==> src/rtl/gc_pkg.sv <==
// Shared definitions for the controller status-response receiver.
//   - bit-timing constants (PCLK cycles at 100 MHz, 4 us per bit)
//   - field bit offsets inside the 64-bit status word
//   - receiver state enumeration
package gc_pkg;

  localparam int BIT_CYCLES        = 400;             // one 4 us bit
  localparam int DEF_SAMPLE_DLY    = BIT_CYCLES / 2;  // bit midpoint after falling edge
  localparam int DEF_BIT_TIMEOUT   = 800;             // two bit times with no edge
  localparam int DEF_START_TIMEOUT = 50000;           // 500 us for the controller to answer
  localparam int DEF_NBITS         = 64;

  // Field LSB positions in the status word (bit 63 is received first).
  localparam int BUTTONS_LSB  = 48;
  localparam int JOY_X_LSB    = 40;
  localparam int JOY_Y_LSB    = 32;
  localparam int CSTICK_X_LSB = 24;
  localparam int CSTICK_Y_LSB = 16;
  localparam int TRIG_L_LSB   = 8;
  localparam int TRIG_R_LSB   = 0;

  typedef enum logic [2:0] {
    IDLE,
    WAIT_START,
    SAMPLE,
    WAIT_EDGE,
    HOLD
  } rx_state_t;

  function automatic int max_int(input int a, input int b);
    return (a > b) ? a : b;
  endfunction

endpackage

==> src/rtl/gc_line_sync.sv <==
// Brings the asynchronous controller data line into the clk domain and
// detects its falling edges.
//   clk, rst_n : clock and asynchronous active-low reset
//   line_in    : raw data line (idles high through the external pull-up)
//   sync       : synchronized line level
//   fall       : one-cycle pulse on a synchronized high-to-low transition
// All flops reset to 1 so that releasing reset never fabricates an edge.
module gc_line_sync (
  input  logic clk,
  input  logic rst_n,
  input  logic line_in,
  output logic sync,
  output logic fall
);

  logic meta;
  logic prev;

  // NOTE: clocked state uses non-blocking assignments so the three flops
  // form a true shift chain regardless of statement order.
  always_ff @(posedge clk or negedge rst_n) begin
    if (!rst_n) begin
      meta <= 1'b1;
      sync <= 1'b1;
      prev <= 1'b1;
    end else begin
      meta <= line_in;
      sync <= meta;
      prev <= sync;
    end
  end

  assign fall = prev & ~sync;

endmodule

==> src/rtl/gc_response_rx.sv <==
// Receiver for the controller's 64-bit status response on the single-wire bus.
// Armed while `read` is high; each bit's low-pulse width is judged by sampling
// the line SAMPLE_DLY cycles after its falling edge (high = short pulse = 1).
//   PCLK, PRESETn      : clock and asynchronous active-low reset
//   read               : receive window from the poll transmitter
//   line_in            : raw controller data line
//   data_out           : last complete frame, bit 63 received first
//   buttons .. trig_r  : field slices of data_out
//   data_valid         : one-cycle pulse when data_out updates
//   timeout_err        : one-cycle pulse on start or inter-bit timeout
//   busy               : receiver is actively capturing a frame
module gc_response_rx
  import gc_pkg::*;
#(
  parameter int SAMPLE_DLY    = DEF_SAMPLE_DLY,
  parameter int BIT_TIMEOUT   = DEF_BIT_TIMEOUT,
  parameter int START_TIMEOUT = DEF_START_TIMEOUT,
  parameter int NBITS         = DEF_NBITS
) (
  input  logic             PCLK,
  input  logic             PRESETn,
  input  logic             read,
  input  logic             line_in,
  output logic [NBITS-1:0] data_out,
  output logic [15:0]      buttons,
  output logic [7:0]       joy_x,
  output logic [7:0]       joy_y,
  output logic [7:0]       cstick_x,
  output logic [7:0]       cstick_y,
  output logic [7:0]       trig_l,
  output logic [7:0]       trig_r,
  output logic             data_valid,
  output logic             timeout_err,
  output logic             busy
);

  localparam int TW = $clog2(max_int(START_TIMEOUT, BIT_TIMEOUT) + 1);
  localparam int CW = $clog2(NBITS + 1);

  localparam logic [TW-1:0] SAMPLE_LAST = TW'(SAMPLE_DLY - 1);
  localparam logic [TW-1:0] START_LAST  = TW'(START_TIMEOUT - 1);
  localparam logic [TW-1:0] EDGE_LAST   = TW'(BIT_TIMEOUT - 1);
  localparam logic [CW-1:0] LAST_BIT    = CW'(NBITS - 1);

  rx_state_t        state;
  rx_state_t        state_next;
  logic [TW-1:0]    timer;
  logic [CW-1:0]    bit_cnt;
  logic [NBITS-1:0] shreg;
  logic             capture_q;

  logic sync;
  logic fall;

  // Control strobes from the next-state logic.
  logic timer_clr;
  logic frame_clr;
  logic shift_en;
  logic frame_done;
  logic tmo;

  gc_line_sync u_sync (
    .clk     (PCLK),
    .rst_n   (PRESETn),
    .line_in (line_in),
    .sync    (sync),
    .fall    (fall)
  );

  always_ff @(posedge PCLK or negedge PRESETn) begin
    if (!PRESETn) begin
      state <= IDLE;
    end else begin
      state <= state_next;
    end
  end

  // NOTE: every signal written here gets a default first; a path that left
  // one unassigned would infer a latch.
  always_comb begin
    state_next = state;
    timer_clr  = 1'b0;
    frame_clr  = 1'b0;
    shift_en   = 1'b0;
    frame_done = 1'b0;
    tmo        = 1'b0;

    if (!read) begin
      // Window closed: abandon whatever was in progress without any pulse.
      state_next = IDLE;
    end else begin
      case (state)
        IDLE: begin
          frame_clr  = 1'b1;
          timer_clr  = 1'b1;
          state_next = WAIT_START;
        end
        WAIT_START: begin
          if (fall) begin
            timer_clr  = 1'b1;
            state_next = SAMPLE;
          end else if (timer == START_LAST) begin
            tmo        = 1'b1;
            state_next = HOLD;
          end
        end
        SAMPLE: begin
          // Falling edges here are glitches inside the bit and are ignored.
          if (timer == SAMPLE_LAST) begin
            shift_en = 1'b1;
            if (bit_cnt == LAST_BIT) begin
              frame_done = 1'b1;
              state_next = HOLD;
            end else begin
              timer_clr  = 1'b1;
              state_next = WAIT_EDGE;
            end
          end
        end
        WAIT_EDGE: begin
          if (fall) begin
            timer_clr  = 1'b1;
            state_next = SAMPLE;
          end else if (timer == EDGE_LAST) begin
            tmo        = 1'b1;
            state_next = HOLD;
          end
        end
        HOLD: begin
          // One capture attempt per window; the stop bit lands here.
          state_next = HOLD;
        end
        default: state_next = IDLE;
      endcase
    end
  end

  assign busy = (state == WAIT_START) || (state == SAMPLE) || (state == WAIT_EDGE);

  always_ff @(posedge PCLK or negedge PRESETn) begin
    if (!PRESETn) begin
      timer       <= '0;
      bit_cnt     <= '0;
      // NOTE: the shift register is a plain register bank, so it is reset
      // like any other state; it is also cleared at the start of every window.
      shreg       <= '0;
      capture_q   <= 1'b0;
      data_out    <= '0;
      data_valid  <= 1'b0;
      timeout_err <= 1'b0;
    end else begin
      if (timer_clr) begin
        timer <= '0;
      end else if (busy) begin
        timer <= timer + TW'(1);
      end

      if (frame_clr) begin
        bit_cnt <= '0;
        shreg   <= '0;
      end else if (shift_en) begin
        bit_cnt <= bit_cnt + CW'(1);
        shreg   <= {shreg[NBITS-2:0], sync};
      end

      // The last bit lands in shreg on the sample edge; publish one cycle
      // later unless the window closed in between.
      capture_q <= frame_done;
      if (capture_q && read) begin
        data_out <= shreg;
      end
      data_valid  <= capture_q & read;
      timeout_err <= tmo;
    end
  end

  assign buttons  = data_out[BUTTONS_LSB  +: 16];
  assign joy_x    = data_out[JOY_X_LSB    +: 8];
  assign joy_y    = data_out[JOY_Y_LSB    +: 8];
  assign cstick_x = data_out[CSTICK_X_LSB +: 8];
  assign cstick_y = data_out[CSTICK_Y_LSB +: 8];
  assign trig_l   = data_out[TRIG_L_LSB   +: 8];
  assign trig_r   = data_out[TRIG_R_LSB   +: 8];

endmodule

==> config.mk <==
export PLATFORM = sky130hd
export DESIGN_NAME = gc_response_rx
export DESIGN_NICKNAME = d
export VERILOG_FILES = /design/src/rtl/gc_pkg.sv /design/src/rtl/gc_line_sync.sv /design/src/rtl/gc_response_rx.sv
export SDC_FILE = /design/constraint.sdc
export NUM_CORES = 1
export LEC_CHECK = 0
export ABC_AREA = 1
export CORE_MARGIN = 2
export CORE_UTILIZATION = 35
export DETAILED_ROUTE_END_ITERATION = 6
export DONT_BUFFER_PORTS = 1
export GPL_TIMING_DRIVEN = 0
export PLACE_DENSITY = 0.46
export SETUP_SLACK_MARGIN = 0.15
export SLEW_MARGIN = 20
export SYNTH_ARGS = -nofsm -noshare
export SYNTH_HDL_FRONTEND = slang
export SYNTH_HIERARCHICAL = 1
export SYNTH_SLANG_ARGS = --single-unit
==> constraint.sdc <==
create_clock -name PCLK -period 4.4 [get_ports PCLK]
set_input_delay 0.66 -clock PCLK [delete_from_list [all_inputs] [get_ports PCLK]]
set_output_delay 0.66 -clock PCLK [all_outputs]
set_load 0.005 [all_outputs]
# After elaboration in Yosys (flattened, before gate mapping)
# Index checks and enable logic that the tools add are counted.
# totals
ff_bits	160
in_bits	4
output_inout_bits	131
# classes
n_addsub	2
n_eq_ne	11
n_mux	34
n_bitwise	3
n_reduce_logical	8
# op_table
op	n
64-bit two-way mux	2
16-bit two-way mux	2
3-bit two-way mux	7
1-bit two-way mux	18
16-bit by 1-bit adder with 16-bit output, second input constant	1
16-bit by 10-bit == test with 1-bit output, second input constant	1
16-bit == test, second input constant	1
16-bit by 8-bit == test with 1-bit output, second input constant	1
3-bit one-hot mux with 5 select lines	1
7-bit two-way mux	2
4-bit inequality test, second input constant	2
7-bit by 1-bit adder with 7-bit output, second input constant	1
7-bit by 6-bit == test with 1-bit output, second input constant	1
3-bit by 2-bit == test with 1-bit output, second input constant	2
2-bit nonzero test	2
3-bit by 1-bit == test with 1-bit output, second input constant	1
3-bit == test, second input constant	1
3-bit zero test	1
3-bit inequality test, second input constant	1
1-bit one-hot mux with 3 select lines	1
3-bit AND reduction	1
1-bit bitwise AND	2
1-bit logical OR	2
1-bit one-hot mux with 2 select lines	1
3 further kinds	3

# Logic depth before layout (Yosys ltp)
# depth
depth_word	6
depth_mapped	11
ltp_nobuf	10

# Modules after synthesis
# Netlist, hierarchy kept.
# by_module_without_submodules
module	instances	cells_per_inst	area_each_um2	seq_area_each_um2
gc_response_rx	1	795	7252.0	3928.8
gc_line_sync	1	5	88.8	78.8

# Least setup slack after synthesis
# No wires, ideal clock.
# synth_timing
kind	input to register
start	in read
end	reg shreg[25]
arrival_time_ps	1420
path_slack_ps	2862
stages	7
n_path_buf	2
cell_sequence	inv_1 -> nor2_1 -> nand3_2 -> nand2_4 -> buf_12 -> buf_12 -> o21ai_2
# synth_via
elab_chain_cells	2
word_cells_on_any_way	4
classes_between	mux: 3; reduce/logical: 1
# synth_rtl
item	line	source
start, declared	gc_response_rx.sv:22	input logic read,
1-bit two-way mux	gc_response_rx.sv:88	if (!read) begin
64-bit two-way mux or 2-bit nonzero test (tied branches)	n/a	
end signal, assigned	gc_response_rx.sv:163	shreg <= {shreg[NBITS-2:0], sync};
end, declared	gc_response_rx.sv:49	logic [NBITS-1:0] shreg;
# Several ways; a longest one is shown, not always the timed one.
# A chain may end at the register's enable or synchronous reset.

# Worst setup path in the final report
# layout_timing
start	reg state[1]
end	out busy
# layout_via
elab_chain_cells	3
word_cells_on_any_way	5
classes_between	eq/ne: 3; reduce/logical: 2
# layout_rtl
item	line	source
start, declared	gc_response_rx.sv:45	rx_state_t state;
start signal, assigned	gc_response_rx.sv:74	state <= state_next;
3-bit by 1-bit == test with 1-bit output or 3-bit by 2-bit == test with 1-bit output (tied branches)	gc_response_rx.sv:138	assign busy = (state == WAIT_START) || (state == SAMPLE) || (state == WAIT_EDGE);
1-bit logical OR	gc_response_rx.sv:138	
1-bit logical OR (*)	gc_response_rx.sv:138	
end, declared	gc_response_rx.sv:34	output logic busy
# Every way passes the cells marked *; elsewhere a longest branch is shown, timed or not.

==> results.toml <==
[critical_path]
crit_type = "register to output port"
cp-start-kind = "register"
path_cells = "inv_1 > nand2_1 > nand2_1 > inv_1"
reg2reg_slack_ns = 2.62
cp.arrival_ns = 1.53
slowest_stage = "dfrtp_1"
worstPathRequired_ns = 3.74
critPathMaxFanout = 7
worst_setup_path_end_kind = "output port"
slowest_delay_ns = 0.40

[power]
internal_power_mw = 2.591
p_seq_frac = 0.425
swShare = 0.2781
pwr-share-clk = 0.437
switchingPower_mw = 0.9984
p_comb_frac = 0.138
p_leak_nw = 3.872
powerDensity_nw_per_um2 = 432.3
peakVddDrop_v = 0.0002600

[timing]
hold_violations = 157
setup_viol = 0
fmax_mhz = 457.0
worst_pin_slew_ns = 0.6217
maxSlewViolCount = 0
finClkSkew_ns = 0.01182
period_share = 0.4973
whs_ns = -0.07305
min_period_ns = 2.188
slew_headroom = 0.5855
layout_setup_ws_ns = 2.212
timing.setup.tns_ns = 0
rsz0062_at_grt = "false"

[floorplan]
io_pins = 135
initial_utilization = 0.3593
die_area_um2 = 22150
num_rows = 52
die_y_um = 148.8
dieWidth_um = 148.8
core_area_um2 = 20430

[clock_tree]
htree_num_levels = 4
cts_resized = 0
cts.sinks = 160
post_cts_buffers = 0
clk_pin_slew_ns = 0.07
root_buffer = "clkbuf_16"
clock_latency_ns = 0.43
cts_buffer_depth = 2
cts_buffers = 17
cts_tree = "yes"

[drt]
drt-total-wl_um = 15430
drcViolationCount = 0
first_iter_violations = 287
vias = 5111
drt-pass1-iter-count = 4
viasPerCell = 4.638
antenna_left = 0
wire_per_inst_um = 14.00

[synth]
syn_area_um2 = 7341
synth_edf_count = 0
ys_ff_latch = 160
syn_area_per_cell_um2 = 9.176
synth.distinct_cells = 39
yosys_warnings = 6
ys.flop_type = "dfrtp_1"
synth_cells = 800
async_flop_share = 1.000
synth_nets = 806
yosysSeqAreaShare = 0.5459

[placement]
place_ws_ns = 2.318
dpl_cell_area_um2 = 7679
routabilityCongestion = 0.8104
dp_hpwl_um = 10720
portBuffers = 0
dp_cells = 1070

[grt]
antenna_found_initial = 0
grt_pass1_wl_um = 25790
grt-ovfl-total = 0
grt_usage = 0.1457
grt_max_degree = 161
grt_pass1_vias = 5072

[layout]
num-fill-cells = 2084
layout-drive-gt1-share = 0.1947
syn2layout_area_growth_pct = 13.11
most-common-layout-cells = "dfrtp_1, nand2_1, o21ai_0"
final_common_cell = "dfrtp_1"
layout.cells.non_filler = 1102
fin_nets = 825
antennaDiodeCount = 0
fin_area_um2 = 8303

[flow_run]
cap_violations = 0

[outcome]
status = "complete, but fails checks"
violations = "hold timing"

[min_path]
hp-class = "primary input to asynchronous set/reset pin"
## power groups by stage
stage / registers [mW] / logic (mW) / clock network [mW]
2_1_floorplan: 1.55 / 0.386 / 0
3_5_place_dp: 1.55 / 0.502 / 0
5_1_grt: 1.53 / 0.556 / 1.67
6_report: 1.52 / 0.496 / 1.57
3_3_place_gp: 1.55 / 0.493 / 0
4_1_cts: 1.52 / 0.504 / 1.61
## worst max-delay path, delay by kind of cell, from the launching register on
family | cells | cell delay [ns]
simple gates | 2 | 0.37
buf+inv | 2 | 0.34
flops | 1 | 0.40
## cell type report
| type | count | area, um2 | share of cell area |
|---|---|---|---|
| Sequential cell | 160 | 4008 | 0.4827 |
| Multi-Input combinational cell | 443 | 2202 | 0.2652 |
| Buffer | 100 | 762.0 | 0.09177 |
| Clock buffer | 19 | 452.9 | 0.05455 |
| Inverter | 97 | 369.1 | 0.04445 |
| Tap cell | 270 | 337.8 | 0.04069 |
| Clock inverter | 13 | 171.4 | 0.02064 |
## Yosys cell counts (5+ instances only)
| cell type | instances | area share |
|---|---|---|
| dfrtp_1 | 157 | 0.54 |
| nand2_1 | 134 | 0.069 |
| o21ai_0 | 104 | 0.071 |
| inv_1 | 92 | 0.047 |
| nand3_1 | 85 | 0.058 |
| buf_4 | 64 | 0.065 |
| nor2_1 | 51 | 0.026 |
| o21ai_2 | 31 | 0.037 |
| clkbuf_1 | 17 | 0.0087 |
| xor2_1 | 8 | 0.0095 |
| buf_6 | 5 | 0.0077 |
| nor3_1 | 5 | 0.0034 |
## layer usage
layer	track usage	part of all wire	vias up
li1	-	-	2525
met1	0.1963	0.47	2464
met2	0.2301	0.47	106
met3	0.03609	0.044	16
met4	0.05095	0.015	0
met5	0	0	-
## path summary, 6_finish.rpt
path | from | end | depth (start not counted)
max | state[1] | busy | 4
min | PRESETn | data_out[17] | 0
max reg2reg | bit_cnt[1] | timer[11] | 10
min reg2reg | u_sync/meta | u_sync/sync | 0
max in group asynchronous | PRESETn | data_out[1] | 0
min in group PCLK | line_in | u_sync/meta | 0
## logic make-up after synthesis
logic type      share of synthesized area
flops                              0.5459
simple gates                       0.1670
xor+xnor                          0.01193
buf+inv                            0.1541
fa+ha+maj                        0.003408
compound gates                     0.1176
## through the flow
stage | util | total power, mW
floorplan | - | 1.932
global placement | 0.3759 | 2.044
detailed placement | 0.3759 | 2.055
CTS | 0.4064 | 3.637
global route | 0.4064 | 3.755
finish | 0.4064 | 3.589
## flip-flops by register name, indices dropped and copies added, names as in the netlist
signal       count
data_valid       1
u_sync/meta      1
bit_cnt          7
data_out        64
shreg           64
state            3
u_sync/prev      1
capture_q        1
timeout_err      1
timer           16
u_sync/sync      1
Power figures use the tool's default switching activity.
